$ cat src/rtl/hub75_scan_driver.sv
// HUB75 LED panel scan driver.
// Fetches pixel pairs from a double-buffered framebuffer, shifts one bit plane
// per row pair out on the serial colour lines, latches it, then lights the row
// for a binary-weighted time (BASE_T << plane). Buffer swaps happen only at
// frame end so a frame is never shown half old, half new.
//
// Framebuffer handshake: rd_en is a one-cycle strobe with rd_addr valid in the
// same cycle; rd_data must be valid on the following cycle. There is no
// back-pressure. rd_addr holds its value while rd_en is low.
module hub75_scan_driver #(
  parameter int COLS   = 32,
  parameter int ADDR_W = 4,
  parameter int BPC    = 4,
  parameter int BASE_T = 8
) (
  input  logic                          clk,
  input  logic                          reset,
  input  logic                          enable,
  input  logic                          swap_req,
  output logic                          swap_ack,
  output logic                          rd_en,
  output logic [ADDR_W+$clog2(COLS):0]  rd_addr,
  input  logic [6*BPC-1:0]              rd_data,
  output logic                          r1,
  output logic                          g1,
  output logic                          b1,
  output logic                          r2,
  output logic                          g2,
  output logic                          b2,
  output logic [ADDR_W-1:0]             row_addr,
  output logic                          LAT,
  output logic                          OEN,
  output logic                          OCLK,
  output logic [2:0]                    dbg_state
);

  localparam int COL_W    = $clog2(COLS);
  localparam int PL_W     = (BPC > 1) ? $clog2(BPC) : 1;
  localparam int DISP_MAX = BASE_T << (BPC - 1);
  localparam int CNT_W    = $clog2(DISP_MAX + 1);
  localparam logic [CNT_W-1:0] BASE_C = CNT_W'(BASE_T);

  typedef enum logic [2:0] {
    IDLE    = 3'd0,
    FETCH   = 3'd1,
    LOAD    = 3'd2,
    CLOCK   = 3'd3,
    BLANK   = 3'd4,
    LATCH   = 3'd5,
    DISPLAY = 3'd6
  } state_t;

  state_t              state_q;
  logic [COL_W-1:0]    col_q;
  logic [ADDR_W-1:0]   row_q;
  logic [PL_W-1:0]     plane_q;
  logic [CNT_W-1:0]    cnt_q;
  logic                front_q;
  logic                pending_q;

  logic [BPC-1:0]      f_r1, f_g1, f_b1, f_r2, f_g2, f_b2;
  logic                last_plane, frame_end, do_swap;
  logic [PL_W-1:0]     plane_d;
  logic [ADDR_W-1:0]   row_d;

  // Field split of the read word and the plane/row advance decision.
  always_comb begin
    f_r1 = rd_data[6*BPC-1 -: BPC];
    f_g1 = rd_data[5*BPC-1 -: BPC];
    f_b1 = rd_data[4*BPC-1 -: BPC];
    f_r2 = rd_data[3*BPC-1 -: BPC];
    f_g2 = rd_data[2*BPC-1 -: BPC];
    f_b2 = rd_data[BPC-1:0];
    last_plane = (plane_q == PL_W'(BPC - 1));
    frame_end  = (state_q == DISPLAY) && (cnt_q == '0) && last_plane &&
                 (row_q == {ADDR_W{1'b1}});
    // A request arriving on the frame-end cycle itself is honoured immediately.
    do_swap    = frame_end && (pending_q || swap_req);
    plane_d    = last_plane ? '0 : plane_q + PL_W'(1);
    row_d      = last_plane ? row_q + ADDR_W'(1) : row_q;
  end

  // Ack must coincide with the frame-end cycle, so it is decoded, not registered.
  assign swap_ack  = do_swap;
  assign dbg_state = state_q;

  // Scan FSM with registered panel and framebuffer outputs.
  always_ff @(posedge clk or posedge reset) begin
    if (reset) begin
      state_q   <= IDLE;
      col_q     <= '0;
      row_q     <= '0;
      plane_q   <= '0;
      cnt_q     <= '0;
      front_q   <= 1'b0;
      pending_q <= 1'b0;
      rd_en     <= 1'b0;
      rd_addr   <= '0;
      r1 <= 1'b0; g1 <= 1'b0; b1 <= 1'b0;
      r2 <= 1'b0; g2 <= 1'b0; b2 <= 1'b0;
      row_addr  <= '0;
      LAT       <= 1'b0;
      OEN       <= 1'b1;
      OCLK      <= 1'b0;
    end else begin
      rd_en <= 1'b0;
      LAT   <= 1'b0;
      OEN   <= 1'b1;
      OCLK  <= 1'b0;

      if (do_swap) begin
        pending_q <= 1'b0;
        front_q   <= ~front_q;
      end else if (swap_req) begin
        pending_q <= 1'b1;
      end

      case (state_q)
        IDLE: begin
          if (enable) begin
            state_q <= FETCH;
            row_q   <= '0;
            plane_q <= '0;
            col_q   <= '0;
            rd_en   <= 1'b1;
            rd_addr <= {front_q, {ADDR_W{1'b0}}, {COL_W{1'b0}}};
          end
        end
        FETCH: state_q <= LOAD;
        LOAD: begin
          r1 <= f_r1[plane_q]; g1 <= f_g1[plane_q]; b1 <= f_b1[plane_q];
          r2 <= f_r2[plane_q]; g2 <= f_g2[plane_q]; b2 <= f_b2[plane_q];
          OCLK    <= 1'b1;
          state_q <= CLOCK;
        end
        CLOCK: begin
          if (col_q == COL_W'(COLS - 1)) begin
            state_q  <= BLANK;
            row_addr <= row_q;
          end else begin
            col_q   <= col_q + COL_W'(1);
            state_q <= FETCH;
            rd_en   <= 1'b1;
            rd_addr <= {front_q, row_q, col_q + COL_W'(1)};
          end
        end
        BLANK: begin
          LAT     <= 1'b1;
          state_q <= LATCH;
        end
        LATCH: begin
          OEN     <= 1'b0;
          cnt_q   <= (BASE_C << plane_q) - CNT_W'(1);
          state_q <= DISPLAY;
        end
        DISPLAY: begin
          if (cnt_q != '0) begin
            cnt_q <= cnt_q - CNT_W'(1);
            OEN   <= 1'b0;
          end else begin
            plane_q <= plane_d;
            row_q   <= row_d;
            col_q   <= '0;
            if (frame_end && !enable) begin
              state_q <= IDLE;
            end else begin
              state_q <= FETCH;
              rd_en   <= 1'b1;
              rd_addr <= {front_q ^ do_swap, row_d, {COL_W{1'b0}}};
            end
          end
        end
        default: state_q <= IDLE;
      endcase
    end
  end

endmodule

$ cat config.mk
export PLATFORM = sky130hd
export DESIGN_NAME = hub75_scan_driver
export DESIGN_NICKNAME = d
export VERILOG_FILES = /design/src/rtl/hub75_scan_driver.sv
export SDC_FILE = /design/constraint.sdc
export NUM_CORES = 1
export LEC_CHECK = 0
export ABC_CLOCK_PERIOD_IN_PS = 2530
export BUFFER_PORTS_ARGS = -buffer_cell sky130_fd_sc_hd__buf_2
export CAP_MARGIN = 20
export CORE_ASPECT_RATIO = 1.2
export CORE_MARGIN = 2
export CORE_UTILIZATION = 40
export DETAILED_ROUTE_END_ITERATION = 16
export REMOVE_ABC_BUFFERS = 1
export SETUP_SLACK_MARGIN = 0.05
export SYNTH_ARGS = -nofsm -noshare
export SYNTH_HDL_FRONTEND = slang
export SYNTH_SLANG_ARGS = --single-unit
$ cat constraint.sdc
create_clock -name clk -period 2.53 [get_ports clk]
set_input_delay 0.1265 -clock clk [delete_from_list [all_inputs] [get_ports clk]]
set_output_delay 0.1265 -clock clk [all_outputs]
set_load 0.005 [all_outputs]
==> metrics <==
status=finished clean; Yosys Warn Count=0; Final Net Count=between 300 and 400; ANT nets after route=0; Max-Cap Viols=0; Filler Cell Count=~560; post-cts resize count=0; hold_ws=0.0805 ns; met2 Use GR=approximately 30%; power per cell area=around 700 mW/mm^2; CTS tree=yes; Tot GR Track Use=about 17%; Mapped Avg Cell Area=about 11 sq um; pin count of the biggest net entering global routing=48; vias after detailed routing=1888; die width=approximately 75 microns; Data arrival, critical path=approximately 2.4 ns; CTS Buf Count=5; initial core utilization=around 40%; Worst-Margin Slew=roughly 0.6 ns; PortBufs=55; DRC Markers=0; Lkg Pwr=between 1 and 1.5 nW; Worst Setup Path Type=flop to flop; H-tree levels=2; post-DP HPWL=3920 microns; Reg-to-Reg Start=col_q[0]; WP data required=2.72 ns; Slew Limit Fails=0; layout cells sized above 1=a little over a third; Critical Path Start Type=flop; Max FO, Critical Path=6; final hold vios=0; Root Buffer=clkbuf_8; initial antenna violation count=0; Post-Syn Area=0.00242 sq mm; Clock Path Buffers=2; Seq/Total Area, Yosys=approximately 49%; Gate Count Post-Synth=between 200 and 250; Num Clock Sinks=47; Area growth syn-to-layout=22.1%; global-route wire length before repair=~8600 microns; RSZ-0062 raised after global routing=no; Die Area=between 0.006 and 0.007 sq mm; reg2reg end=rd_addr[6]; WL/cell=~14 microns; hold depth=3; #FFs+latches synth=between 40 and 50; Setup Viol. Count Final=0; CP endpoint kind=flop; clock-pin slew on the worst setup and hold paths=about 0.090 ns; Setup TNS=0 ns; M1 GR Usage=21.9%; worst hold-check path type=input port to flop; R2R setup slack=0.32 ns; drt total wl=5210 microns; vias in the first global route=between 1500 and 2000; Hold Path Origin=enable; Remaining Overflow, GRT=0; gr busiest metal=met2; post-synth cell types=49; post-route minimum period=2.21 ns; GP Congestion=just under 0.8; Fmax achieved=roughly 450 MHz; worst-skew pair later-pin latency=roughly 0.3 ns; Final Cycle Share=between 80% and 90%; Peak supply drop=0.330 mV; relative slew slack=59.7%; Min-Delay Endpoint=dbg_state[0]; met3 usage=~3.4%; First DRT Iteration DRCs=~120; Antenna Cells=0; row count=31; die height=roughly 89 microns; Clock Skew=between 0.01 and 0.015 ns; io pins=56; drt via density=roughly 5.1; worst r2r path cells=8; Core ar.=slightly below 0.006 sq mm; Pre-antenna DRT Iters=4
## power breakdown
part / switching (mW) / internal [mW]
sequential: 0.114 / 0.888
combinational: 0.305 / 0.314
clock: 0.256 / 0.224
## placed cells by master, fill, tap and decap left out, types with 3 or more instances in the layout
cell,netlist,layout
buf_4,0,9
mux4_2,6,6
a22o_1,7,7
xor2_1,5,5
inv_1,7,6
mux2_2,13,13
ha_1,8,8
a21oi_1,11,11
a21o_1,7,7
dfrtp_1,46,46
clkbuf_8,0,6
nand2b_1,3,3
nor3_1,5,5
o21ai_0,17,17
nor2_1,15,15
nand3_1,6,6
buf_2,2,55
nand2_1,19,19
## flip-flops by register name, indices dropped and copies added (netlist names)
name	cells
dbg_state	3
LAT	1
plane_q	2
front_q	1
rd_en	1
b1	1
r1	1
r2	1
col_q	5
OEN	1
OCLK	1
g1	1
b2	1
cnt_q	7
row_q	4
pending_q	1
row_addr	4
g2	1
rd_addr	10
## per-layer routing
layer,up-vias,share of wire (%)
met5,-,0
met4,0,1.2
met3,6,3.2
met2,36,51
met1,914,44
li1,932,-
## critical path, stage by stage (launching register included)
cell	delay (ns)
dfrtp_1	0.42
ha_1	0.26
and3_1	0.20
ha_1	0.23
nor2_1	0.16
nor2_1	0.09
a21o_1	0.24
inv_2	0.16
mux2_2	0.35
## layout make-up
| class | instances | area (sq um) | area share (%) |
|---|---|---|---|
| Clock inverter | 1 | 8.76 | 0.296 |
| Multi-Input combinational cell | 159 | 1180 | 39.8 |
| Tap cell | 82 | 103 | 3.47 |
| Clock buffer | 7 | 86.3 | 2.92 |
| Inverter | 8 | 30.0 | 1.02 |
| Timing Repair Buffer | 66 | 373 | 12.6 |
| Sequential cell | 47 | 1180 | 39.8 |
## Yosys cell counts, drive strengths merged
cell | instances | area share [%]
dfrtp | 46 | 48
nand2 | 19 | 2.9
o21ai | 18 | 3.7
nor2 | 16 | 2.6
mux2 | 14 | 6.5
a21oi | 11 | 2.3
ha | 8 | 4.1
inv | 8 | 1.2
a21o | 7 | 2.2
a22o | 7 | 2.5
clkbuf | 7 | 1.1
mux4 | 6 | 5.6
nand3 | 6 | 1.2
nor3 | 5 | 1.0
xor2 | 5 | 1.8
nand2b | 3 | 0.78
nor4 | 3 | 1.4
or2 | 3 | 0.78
buf | 2 | 0.41
nand3b | 2 | 0.62
nand4 | 2 | 0.52
o21a | 2 | 0.62
o22ai | 2 | 0.52
o31ai | 2 | 0.62
or3 | 2 | 0.72
or4 | 2 | 0.78
xnor2 | 2 | 0.72
a31oi | 1 | 0.26
and3 | 1 | 0.26
and3b | 1 | 0.36
dfstp | 1 | 1.1
mux2i | 1 | 0.41
nor2b | 1 | 0.26
nor3b | 1 | 0.31
nor4b | 1 | 0.36
o22a | 1 | 0.36
o2bb2ai | 1 | 0.36
o31a | 1 | 0.36
o41ai | 1 | 0.36
or3b | 1 | 0.36
## cells by family (layout without fill, tap and decap cells)
logic type,after synthesis,count (layout),synth area share [%]
and+or+nand+nor,69,69,15.3
AOI/OAI and AO/OA,54,54,14.2
DFF,47,47,48.6
muxes,21,21,12.5
buffers and inverters,17,82,2.74
adders and majority gates,8,8,4.13
xor gates and xnor gates,7,7,2.53
## repair_timing
item	CTS	global route
setup buffers	0	0
endpoints found under the setup margin	0	0
hold buffers	0	1
hold endpoints to repair	0	16
## worst max path at each step
stage	startpoint	to	slack (ns)	cells past startpoint
2_1_floorplan	col_q[0]	rd_addr[6]	0.35	8
3_3_place_gp	col_q[0]	rd_addr[7]	0.38	8
3_5_place_dp	col_q[0]	rd_addr[6]	0.32	8
4_1_cts	col_q[0]	rd_addr[7]	0.30	8
5_1_grt	col_q[0]	rd_addr[6]	0.18	8
6_report	col_q[0]	rd_addr[6]	0.32	8
## stage by stage
step | util, % | area, sq um | setup WS (ns) | cells | power (mW)
2_1_floorplan | - | 2380 | 0.353 | 214 | 1.39
3_3_place_gp | 47.7 | 2830 | 0.379 | 360 | 1.63
3_5_place_dp | 47.7 | 2830 | 0.319 | 360 | 1.65
4_1_cts | 49.3 | 2930 | 0.300 | 368 | 2.14
5_1_grt | 49.8 | 2960 | 0.178 | 370 | 2.26
6_report | 49.8 | 2960 | 0.316 | 370 | 2.10
No activity file was read; power rests on OpenSTA's default activity.
